## config.mk

```make
export PLATFORM = sky130hd
export DESIGN_NAME = hyperbus_trans_arbiter
export DESIGN_NICKNAME = d
export VERILOG_FILES = /design/src/rtl/hyperbus_trans_arbiter.sv
export SDC_FILE = /design/constraint.sdc
export NUM_CORES = 1
export LEC_CHECK = 0
export CORE_AREA = 2 2 102 104
export CTS_CLUSTER_DIAMETER = 120
export CTS_CLUSTER_SIZE = 30
export DETAILED_ROUTE_END_ITERATION = 8
export DIE_AREA = 0 0 104 106
export SLEW_MARGIN = 0
export SYNTH_ARGS = -nofsm -noshare
export SYNTH_HDL_FRONTEND = slang
export SYNTH_SLANG_ARGS = --single-unit
```

## constraint.sdc

```tcl
create_clock -name clk_i -period 3.27 [get_ports clk_i]
set_input_delay 0.4905 -clock clk_i [delete_from_list [all_inputs] [get_ports clk_i]]
set_output_delay 0.4905 -clock clk_i [all_outputs]
set_load 0.005 [all_outputs]
```

## src/rtl/hyperbus_trans_arbiter.sv

```systemverilog
// Round-robin arbiter for the single HyperBus PHY transaction channel.
// One requester owns the channel from ISSUE until its last read beat or its
// write response; write data, read data and responses are routed to the owner
// only, combinationally and with no added latency.
module hyperbus_trans_arbiter #(
    parameter  int NR_REQ      = 2,
    parameter  int NR_CS       = 2,
    parameter  int BURST_WIDTH = 12,
    localparam int IW          = (NR_REQ > 1) ? $clog2(NR_REQ) : 1
) (
    input  logic                          clk_i,
    input  logic                          rst_i,
    // requester transaction channel
    input  logic [NR_REQ-1:0]             req_valid_i,
    output logic [NR_REQ-1:0]             req_ready_o,
    input  logic [NR_REQ*NR_CS-1:0]       req_cs_i,
    input  logic [NR_REQ-1:0]             req_write_i,
    input  logic [NR_REQ-1:0]             req_burst_type_i,
    input  logic [NR_REQ-1:0]             req_address_space_i,
    input  logic [NR_REQ*BURST_WIDTH-1:0] req_burst_i,
    input  logic [NR_REQ*32-1:0]          req_address_i,
    // requester write data
    input  logic [NR_REQ-1:0]             req_tx_valid_i,
    output logic [NR_REQ-1:0]             req_tx_ready_o,
    input  logic [NR_REQ*16-1:0]          req_tx_data_i,
    input  logic [NR_REQ*2-1:0]           req_tx_strb_i,
    // requester read data
    output logic [NR_REQ-1:0]             req_rx_valid_o,
    input  logic [NR_REQ-1:0]             req_rx_ready_i,
    output logic [15:0]                   req_rx_data_o,
    output logic                          req_rx_last_o,
    output logic                          req_rx_error_o,
    // requester write response
    output logic [NR_REQ-1:0]             req_b_valid_o,
    output logic                          req_b_error_o,
    // PHY transaction channel
    output logic                          trans_valid_o,
    input  logic                          trans_ready_i,
    output logic [NR_CS-1:0]              trans_cs_o,
    output logic                          trans_write_o,
    output logic [BURST_WIDTH-1:0]        trans_burst_o,
    output logic                          trans_burst_type_o,
    output logic                          trans_address_space_o,
    output logic [31:0]                   trans_address_o,
    // PHY write data
    output logic                          tx_valid_o,
    input  logic                          tx_ready_i,
    output logic [15:0]                   tx_data_o,
    output logic [1:0]                    tx_strb_o,
    // PHY read data
    input  logic                          rx_valid_i,
    output logic                          rx_ready_o,
    input  logic [15:0]                   rx_data_i,
    input  logic                          rx_last_i,
    input  logic                          rx_error_i,
    // PHY write response
    input  logic                          b_valid_i,
    input  logic                          b_error_i,
    // debug
    output logic [IW-1:0]                 owner_o
);

    typedef enum logic [1:0] {IDLE, ISSUE, READ, WRITE} state_t;

    state_t        state, state_d;
    logic [IW-1:0] owner, owner_d;
    logic [IW-1:0] rr_ptr, rr_ptr_d;
    logic [IW-1:0] pick;
    logic          any_req;
    logic [IW-1:0] next_ptr;
    int            scan;

    logic [NR_CS-1:0]       cs_arr    [NR_REQ];
    logic [BURST_WIDTH-1:0] burst_arr [NR_REQ];
    logic [31:0]            addr_arr  [NR_REQ];
    logic [15:0]            txd_arr   [NR_REQ];
    logic [1:0]             strb_arr  [NR_REQ];

    for (genvar k = 0; k < NR_REQ; k++) begin : g_unpack
        assign cs_arr[k]    = req_cs_i[k*NR_CS +: NR_CS];
        assign burst_arr[k] = req_burst_i[k*BURST_WIDTH +: BURST_WIDTH];
        assign addr_arr[k]  = req_address_i[k*32 +: 32];
        assign txd_arr[k]   = req_tx_data_i[k*16 +: 16];
        assign strb_arr[k]  = req_tx_strb_i[k*2 +: 2];
    end

    // Wrap with an explicit compare so non-power-of-2 NR_REQ works.
    assign next_ptr = (owner == IW'(NR_REQ - 1)) ? '0 : owner + IW'(1);
    assign owner_o  = owner;

    // Round-robin pick: first valid requester scanning upward from rr_ptr.
    always_comb begin
        pick    = '0;
        any_req = 1'b0;
        scan    = 0;
        for (int i = 0; i < NR_REQ; i++) begin
            scan = int'(rr_ptr) + i;
            if (scan >= NR_REQ) scan = scan - NR_REQ;
            if (!any_req && req_valid_i[scan[IW-1:0]]) begin
                any_req = 1'b1;
                pick    = scan[IW-1:0];
            end
        end
    end

    // State, owner and round-robin pointer registers.
    always_ff @(posedge clk_i) begin
        if (rst_i) begin
            state  <= IDLE;
            owner  <= '0;
            rr_ptr <= '0;
        end else begin
            state  <= state_d;
            owner  <= owner_d;
            rr_ptr <= rr_ptr_d;
        end
    end

    // Next-state logic and owner-routed outputs; everything idles at zero.
    always_comb begin
        state_d               = state;
        owner_d               = owner;
        rr_ptr_d              = rr_ptr;
        req_ready_o           = '0;
        req_tx_ready_o        = '0;
        req_rx_valid_o        = '0;
        req_rx_data_o         = '0;
        req_rx_last_o         = 1'b0;
        req_rx_error_o        = 1'b0;
        req_b_valid_o         = '0;
        req_b_error_o         = 1'b0;
        trans_valid_o         = 1'b0;
        trans_cs_o            = '0;
        trans_write_o         = 1'b0;
        trans_burst_o         = '0;
        trans_burst_type_o    = 1'b0;
        trans_address_space_o = 1'b0;
        trans_address_o       = '0;
        tx_valid_o            = 1'b0;
        tx_data_o             = '0;
        tx_strb_o             = '0;
        rx_ready_o            = 1'b0;

        case (state)
            IDLE: begin
                if (any_req) begin
                    owner_d = pick;
                    state_d = ISSUE;
                end
            end
            ISSUE: begin
                trans_valid_o         = 1'b1;
                trans_cs_o            = cs_arr[owner];
                trans_write_o         = req_write_i[owner];
                trans_burst_o         = burst_arr[owner];
                trans_burst_type_o    = req_burst_type_i[owner];
                trans_address_space_o = req_address_space_i[owner];
                trans_address_o       = addr_arr[owner];
                req_ready_o[owner]    = trans_ready_i;
                if (trans_ready_i) begin
                    state_d = req_write_i[owner] ? WRITE : READ;
                end
            end
            READ: begin
                req_rx_valid_o[owner] = rx_valid_i;
                rx_ready_o            = req_rx_ready_i[owner];
                req_rx_data_o         = rx_data_i;
                req_rx_last_o         = rx_last_i;
                req_rx_error_o        = rx_error_i;
                if (rx_valid_i && req_rx_ready_i[owner] && rx_last_i) begin
                    state_d  = IDLE;
                    rr_ptr_d = next_ptr;
                end
            end
            WRITE: begin
                tx_valid_o            = req_tx_valid_i[owner];
                req_tx_ready_o[owner] = tx_ready_i;
                tx_data_o             = txd_arr[owner];
                tx_strb_o             = strb_arr[owner];
                if (b_valid_i) begin
                    req_b_valid_o[owner] = 1'b1;
                    req_b_error_o        = b_error_i;
                    state_d              = IDLE;
                    rr_ptr_d             = next_ptr;
                end
            end
            default: state_d = IDLE;
        endcase
    end

endmodule
```

==> Yosys cells after proc, flatten, opt, wreduce, memory -nomap -nowiden <==
Cells that the tools add are included.
{ "word_totals": {"word_cells": 103, "in_bits": 165, "output_inout_bits": 98, "ff_bits": 4} }
{ "op_classes": {"n_bitwise": 4, "n_mux": 68, "addsub": 4, "n_lt_le_gt_ge": 7, "n_reduce_logical": 10, "n_eq_ne": 7} }
{ "ops": {"columns": ["operator", "count"], "rows": [
  ["2-to-1 mux 32 bit", 4],
  ["2-to-1 mux 16 bit", 5],
  ["2-to-1 mux 12 bit", 4],
  ["2-to-1 mux 1 bit", 35],
  ["2-to-1 mux 2 bit", 17],
  ["inequality test 2 bit (second input constant)", 4],
  ["case mux 2 bit (4 select lines)", 1],
  ["AND 2 bit", 3],
  ["< comparator 1 x 2 -> 1 bit (second input constant)", 3],
  ["equality test 2 bit (second input constant)", 2],
  [">= comparator 2 bit (second input constant)", 2],
  ["logical AND 1 bit", 4],
  ["AND reduction 4 bit", 1],
  ["AND reduction 3 bit", 1],
  ["adder 1 x 1 -> 2 bit (second input constant)", 1],
  ["equality test 2 x 1 -> 1 bit (second input constant)", 1],
  [">= comparator 1 x 2 -> 1 bit (second input constant)", 1],
  ["zero test 2 bit", 1],
  ["NOT 1 -> 2 bit", 1],
  ["case mux 1 bit (2 select lines)", 1],
  ["AND reduction 2 bit", 1],
  ["nonzero test 2 bit", 1],
  ["subtractor 1 bit (second input constant)", 2],
  ["adder 1 bit (second input constant)", 1],
  ["other kinds (3)", 3]
]} }

==> Depth between registers and ports, before layout <==
Gate-level depths: netlist of run 1.
{ "logic_depth": {"ltp_word": 10, "mapped_depth": 6, "depth_no_buf": 4} }

==> Worst setup path after synthesis of run 1 <==
No wires, ideal clock.
{ "synth_timing": {"path_type": "reg-to-output", "from": "reg owner, in the netlist owner_o", "to": "out trans_address_o[10]", "stages_incl_launch_ff": 6, "path_slack_ps": 1706, "required_ps": 2779, "n_path_buf": 3, "arrival_time_ps": 1073, "cell_sequence": "dfxtp_1 -> buf_2 -> buf_6 -> buf_4 -> mux2i_1 -> nor2_1"} }
{ "synth_between": {"elab_chain_len": 5} }
{ "synth_lines": {"columns": ["element", "line_no", "source"], "rows": [
  ["start: declaration", "66", "logic [IW-1:0] owner, owner_d;"],
  ["start signal: assignment", "114", "owner <= owner_d;"],
  ["NOT 1 -> 2 bit (implied by the code)", "158", "trans_address_o = addr_arr[owner];"],
  ["2-to-1 mux 32 bit (implied by the code) (3 in a row)", "158", null],
  ["2-to-1 mux 32 bit", "144", "case (state)"],
  ["end: declaration", "44", "output logic [31:0] trans_address_o,"]
]} }
Every way passes these cells. The select of a mux whose other input is x is not followed.

==> Final worst setup path of run 1 <==
{ "layout_timing": {"from": "reg state[1]", "to": "out req_tx_ready_o[0]"} }
{ "layout_between": {"elab_chain_len": 2} }
{ "layout_lines": {"columns": ["element", "line_no", "source"], "rows": [
  ["start: declaration", "65", "state_t state, state_d;"],
  ["start signal: assignment", "113", "state <= state_d;"],
  ["equality test 2 bit", "144", null],
  ["2-to-1 mux 2 bit", "144", null],
  ["end: declaration", "24", "output logic [NR_REQ-1:0] req_tx_ready_o,"]
]} }
Every way passes these cells.

==> results of run 1 <==
==> cells by family after synthesis <==
family          share of synthesized area, %
simple gates                            35.0
mux                                     46.7
flops                                   5.41
buf+inv                                 8.54
compound gates                          4.40
==> worst paths after layout <==
path / startpoint / slack [ns] / cells past startpoint / end
setup reg to reg: owner_o / 1.69 / 3 / rr_ptr
setup / recovery: state[1] / 0.65 / 3 / req_tx_ready_o[0]
hold / removal: rr_ptr / 0.60 / 3 / owner_o
hold reg to reg: rr_ptr / 0.60 / 3 / owner_o
==> synthesized netlist by cell type (2+ instances only) <==
library cell	n
a21oi_1	2
nand2b_1	4
nor3b_1	2
dfxtp_1	4
buf_2	11
mux2i_1	69
buf_6	3
buf_4	2
and3_1	5
clkbuf_1	5
nor2_1	71
a31oi_1	3
and2_1	19
nand2_1	3
nor2b_1	2
==> per-stage QoR <==
step | setup slack (ns) | util [%] | hold slack, ns | instances | area, µm²
detailed placement | 0.881 | 42.1 | 0.601 | 596 | 4210
floorplan | 1.71 | - | 0.560 | 214 | 1480
global placement | 0.904 | 42.1 | 0.603 | 596 | 4210
CTS | 0.625 | 42.5 | 0.607 | 600 | 4250
finish | 0.649 | 42.5 | 0.603 | 600 | 4250
global route | 0.451 | 42.5 | 0.641 | 600 | 4250
==> per-layer routing <==
layer / up-vias / GRT usage (%) / wire (µm)
li1: 1224 / - / -
met4: 0 / 5.21 / 240
met3: 15 / 4.90 / 923
met5: - / 0 / 0
met2: 163 / 25.5 / 4070
met1: 1061 / 14.9 / 3020
==> sequential cells by signal, indices dropped and copies added (netlist names) <==
| name | cells |
|---|---|
| state | 2 |
| rr_ptr | 1 |
| owner_o | 1 |
==> report_power, final <==
part | internal (mW) | switching, mW
combinational | 0.366 | 0.156
clock | 0.0835 | 0.0289
sequential | 0.0527 | 0.0224
==> worst reg2reg max path, stage by stage, from the launching register on <==
cell      delay (ns)
dfxtp_4         0.77
mux2i_1         0.37
o211ai_1        0.18
a31oi_1         0.19
==> cell type report <==
type | instances | area [µm²]
Clock buffer | 4 | 45.0
Fill cell | 1045 | 5750
Sequential cell | 4 | 83.8
Timing Repair Buffer | 267 | 2670
Inverter | 1 | 3.75
Tap cell | 136 | 170
Multi-Input combinational cell | 188 | 1280
==> impl_metrics.yaml, run 1 <==
sta:
  tns_ns: 0
  rsz0062_at_grt: "no"
  worst_slew_pin_slew_ns: 0.669
  period_share_pct: 80.2
  min_period_ns: 2.62
  fmax_mhz: 381
  fin_skew_ns: 0.00226
  hold_viol: 0
  slew_viol_final: 0
  slew_headroom_pct: 55.4
  setup_violations: 0
synthesis:
  avgSynthCellArea_um2: 6.92
  ys_types: 24
  seq_area_frac_synth_pct: 5.41
  yosys_register_bits: 4
  synth_ff_type: "dfxtp_1"
  synth_edf_count: 0
  synth_top_area_cell: "mux2i_1"
  synth_cells: 214
  yosysWarnings: 0
  synthArstFlopShare_pct: 0
  synth_top_area_share_pct: 46.7
  yosys-top-cells-area: "mux2i_1, nor2_1, and2_1"
  synth_area_um2: 1480
  syn_nets: 379
clocking:
  cts_sinks: 4
  clk_pin_slew_worst_paths_ns: 0.03
  cts_setup_buffers: 0
  hold_buffers: 0
  cts-root-buf: "clkbuf_8"
  clock_path_buffers: 2
  cts-htree-levels: 1
  cts-resized-gates: 0
  clk_latency_ns: 0.22
  tritoncts: "built"
  cts_buffers: 3
layout:
  nNetsFinal: 630
  syn2layout_area_growth_pct: 187
  mostFrequentLayoutCell: "clkdlybuf4s50_1"
  antenna_cells: 0
  final_cell_mix: "clkdlybuf4s50_1, nor2_1, mux2i_1, and2_1, and3_1"
  drive_gt1_share_pct: 2.59
detailed_routing:
  antenna_left: 0
  wl_per_cell_um: 13.8
  first_pass_iters: 4
  drc: 0
  drt-total-wl_mm: 8.26
  viasPerCell: 4.11
  drt_iter0_drc: 74
  via_count: 2463
critical_path:
  cpLargestDelayFamily: "simple AND/OR/NAND/NOR gates"
  cp_cell_sequence: "nand2_1, nor3b_1, clkdlybuf4s50_1"
  path_buf_inv: 1
  slowest_delay_ns: 0.55
  worstSetupPathType: "flop to primary output"
  end_kind: "primary output"
  crit_required_ns: 2.78
  crit_slowest_cell: "clkdlybuf4s50_1"
  worstPathArrival_ns: 2.13
  worstPathMaxFanout: 21
  start_kind: "flop"
placement:
  port_buffers: 262
  gp_congestion: 0.803
  place_hpwl_mm: 7.01
global_routing:
  grt_pass1_wl_mm: 12.6
  grt_pass1_vias: 2520
  grt_max_degree: 50
  antenna_found_initial: 0
  track_usage_pct: 14.0
  overflow: 0
floorplanning:
  die_x_um: 104
  die_h_um: 106
  start_util_pct: 14.8
  core_area_um2: 10000
  die-area_um2: 11000
  num_io_pins: 263
  core.rowCount: 37
worst_hold_path:
  hold_class: "flop to flop"
power_and_ir_drop:
  p_leak_nw: 1.53
  total_power_uw: 710
  cellPowerDensity_nw_per_um2: 167
  ir_worst_vdd_mv: 0.0880
run:
  drv_cap: 0
run_status:
  status: "finished clean"
Note: power is estimated with default switching activity, not from simulation.
==> run 2: changes to the inputs <==
--- a/config.mk
+++ b/config.mk
@@ -5,11 +5,11 @@
 export SDC_FILE = /design/constraint.sdc
 export NUM_CORES = 1
 export LEC_CHECK = 0
-export CORE_AREA = 2 2 102 104
+export CORE_AREA = 2 2 103 105
 export CTS_CLUSTER_DIAMETER = 120
 export CTS_CLUSTER_SIZE = 30
 export DETAILED_ROUTE_END_ITERATION = 8
-export DIE_AREA = 0 0 104 106
+export DIE_AREA = 0 0 105 107
 export SLEW_MARGIN = 0
 export SYNTH_ARGS = -nofsm -noshare
 export SYNTH_HDL_FRONTEND = slang
==> constraint.sdc (replaced) <==
create_clock -name clk_i -period 2.39 [get_ports clk_i]
set_input_delay 0.3585 -clock clk_i [delete_from_list [all_inputs] [get_ports clk_i]]
set_output_delay 0.3585 -clock clk_i [all_outputs]
set_load 0.005 [all_outputs]
==> impl_metrics.yaml, run 2 (synthesized netlist as in run 1, its figures left out) <==
floorplanning:
  num_io_pins: 263
  core.rowCount: 37
  die-area_um2: 11200
  start_util_pct: 14.7
  die_x_um: 105
  core_area_um2: 10100
  die_h_um: 107
power_and_ir_drop:
  net-switching-power_uw: 285
  cellPowerDensity_nw_per_um2: 229
  p_leak_nw: 1.53
  p_clk_share_pct: 15.7
  seq_power_share_pct: 9.1
  power_switching_share_pct: 29.1
  total_power_uw: 979
  p_int_uw: 694
  ir_worst_vdd_mv: 0.123
  combPwrFrac_pct: 75.2
clocking:
  tritoncts: "built"
  cts-htree-levels: 1
  cts_setup_buffers: 0
  clock_path_buffers: 2
  cts-root-buf: "clkbuf_8"
  cts-resized-gates: 0
  clk_latency_ns: 0.22
  cts_buffers: 3
  clk_pin_slew_worst_paths_ns: 0.04
  cts_sinks: 4
  hold_buffers: 0
detailed_routing:
  antenna_left: 0
  drc: 0
  viasPerCell: 4.04
  wl_per_cell_um: 13.5
  drt-total-wl_mm: 8.11
  via_count: 2422
  drt_iter0_drc: 94
  first_pass_iters: 4
sta:
  worst_slew_pin_slew_ns: 0.360
  fin_skew_ns: 0.00391
  fmax_mhz: 462
  hold_viol: 0
  period_share_pct: 90.6
  rsz0062_at_grt: "no"
  min_period_ns: 2.16
  slew_viol_final: 0
  tns_ns: 0
  setup_violations: 0
  slew_headroom_pct: 76.0
global_routing:
  antenna_found_initial: 0
  grt_pass1_vias: 2435
  grt_pass1_wl_mm: 12.1
  track_usage_pct: 13.1
  overflow: 0
  grt_max_degree: 49
layout:
  final_cell_mix: "clkdlybuf4s50_1, nor2_1, mux2i_1, and2_1, and3_1"
  fillCellCount: 1025
  antenna_cells: 0
  nNetsFinal: 630
  drive_gt1_share_pct: 2.59
  largest_register: "state"
  largest_reg_flops: 2
  mostFrequentLayoutCell: "clkdlybuf4s50_1"
  syn2layout_area_growth_pct: 189
placement:
  port_buffers: 262
  place_hpwl_mm: 6.84
  gp_congestion: 0.760
critical_path:
  worstSetupPathType: "flop to primary output"
  worstPathArrival_ns: 1.81
  end_kind: "primary output"
  worstPathMaxFanout: 20
  crit_required_ns: 2.03
  start_kind: "flop"
worst_hold_path:
  hold_class: "flop to flop"
run_status:
  status: "finished clean"
run:
  drv_cap: 0
run 2: path summary, 6_finish.rpt:
| check | startpoint | to | slack [ns] | depth (start not counted) |
|---|---|---|---|---|
| setup / recovery | state[1] | req_rx_valid_o[1] | 0.23 | 4 |
| hold / removal | owner_o | rr_ptr | 0.59 | 1 |
| setup reg to reg | owner_o | rr_ptr | 1.20 | 3 |
| hold reg to reg | owner_o | rr_ptr | 0.59 | 1 |
run 2: per-layer routing:
| metal | part of all wire (%) | global-route usage, % |
|---|---|---|
| met1 | 38 | 13.9 |
| met2 | 51 | 24.8 |
| met3 | 10 | 4.38 |
| met4 | 1.4 | 3.33 |
| met5 | 0 | 0 |
run 2: worst max-delay path: stages, from the launching register on:
cell and delay [ns]:
dfxtp_1 0.52, nor2b_1 0.18, buf_4 0.20, and3_1 0.18, clkdlybuf4s50_1 0.51
run 2: layout make-up:
cell class | instances | area, µm² | share of cell area [%]
Sequential cell | 4 | 83.8 | 1.96
Timing Repair Buffer | 267 | 2700 | 63.1
Inverter | 1 | 3.75 | 0.0878
Multi-Input combinational cell | 188 | 1280 | 29.8
Tap cell | 136 | 170 | 3.98
Clock buffer | 4 | 45.0 | 1.05
run 2: stage by stage:
stage	std cells	utilization (%)	cell area (µm²)	hold slack (ns)	worst slack, ns
final	600	42.4	4280	0.593	0.225
after global routing	600	42.4	4280	0.611	0.0769
after CTS	600	42.4	4280	0.606	0.201
after detailed placement	596	41.9	4230	0.593	0.400
after global placement	596	41.9	4230	0.596	0.391
after floorplan	214	-	1480	0.428	0.958
run 2: power by group through the flow:
stage                     registers (mW)  clock network [mW]  logic, mW
after CTS                         0.0894               0.156      0.748
after detailed placement          0.0903                   0      0.744
after global placement            0.0901                   0      0.740
after global routing              0.0908               0.163      0.794
after floorplan                   0.0747                   0      0.260
final                             0.0888               0.154      0.737
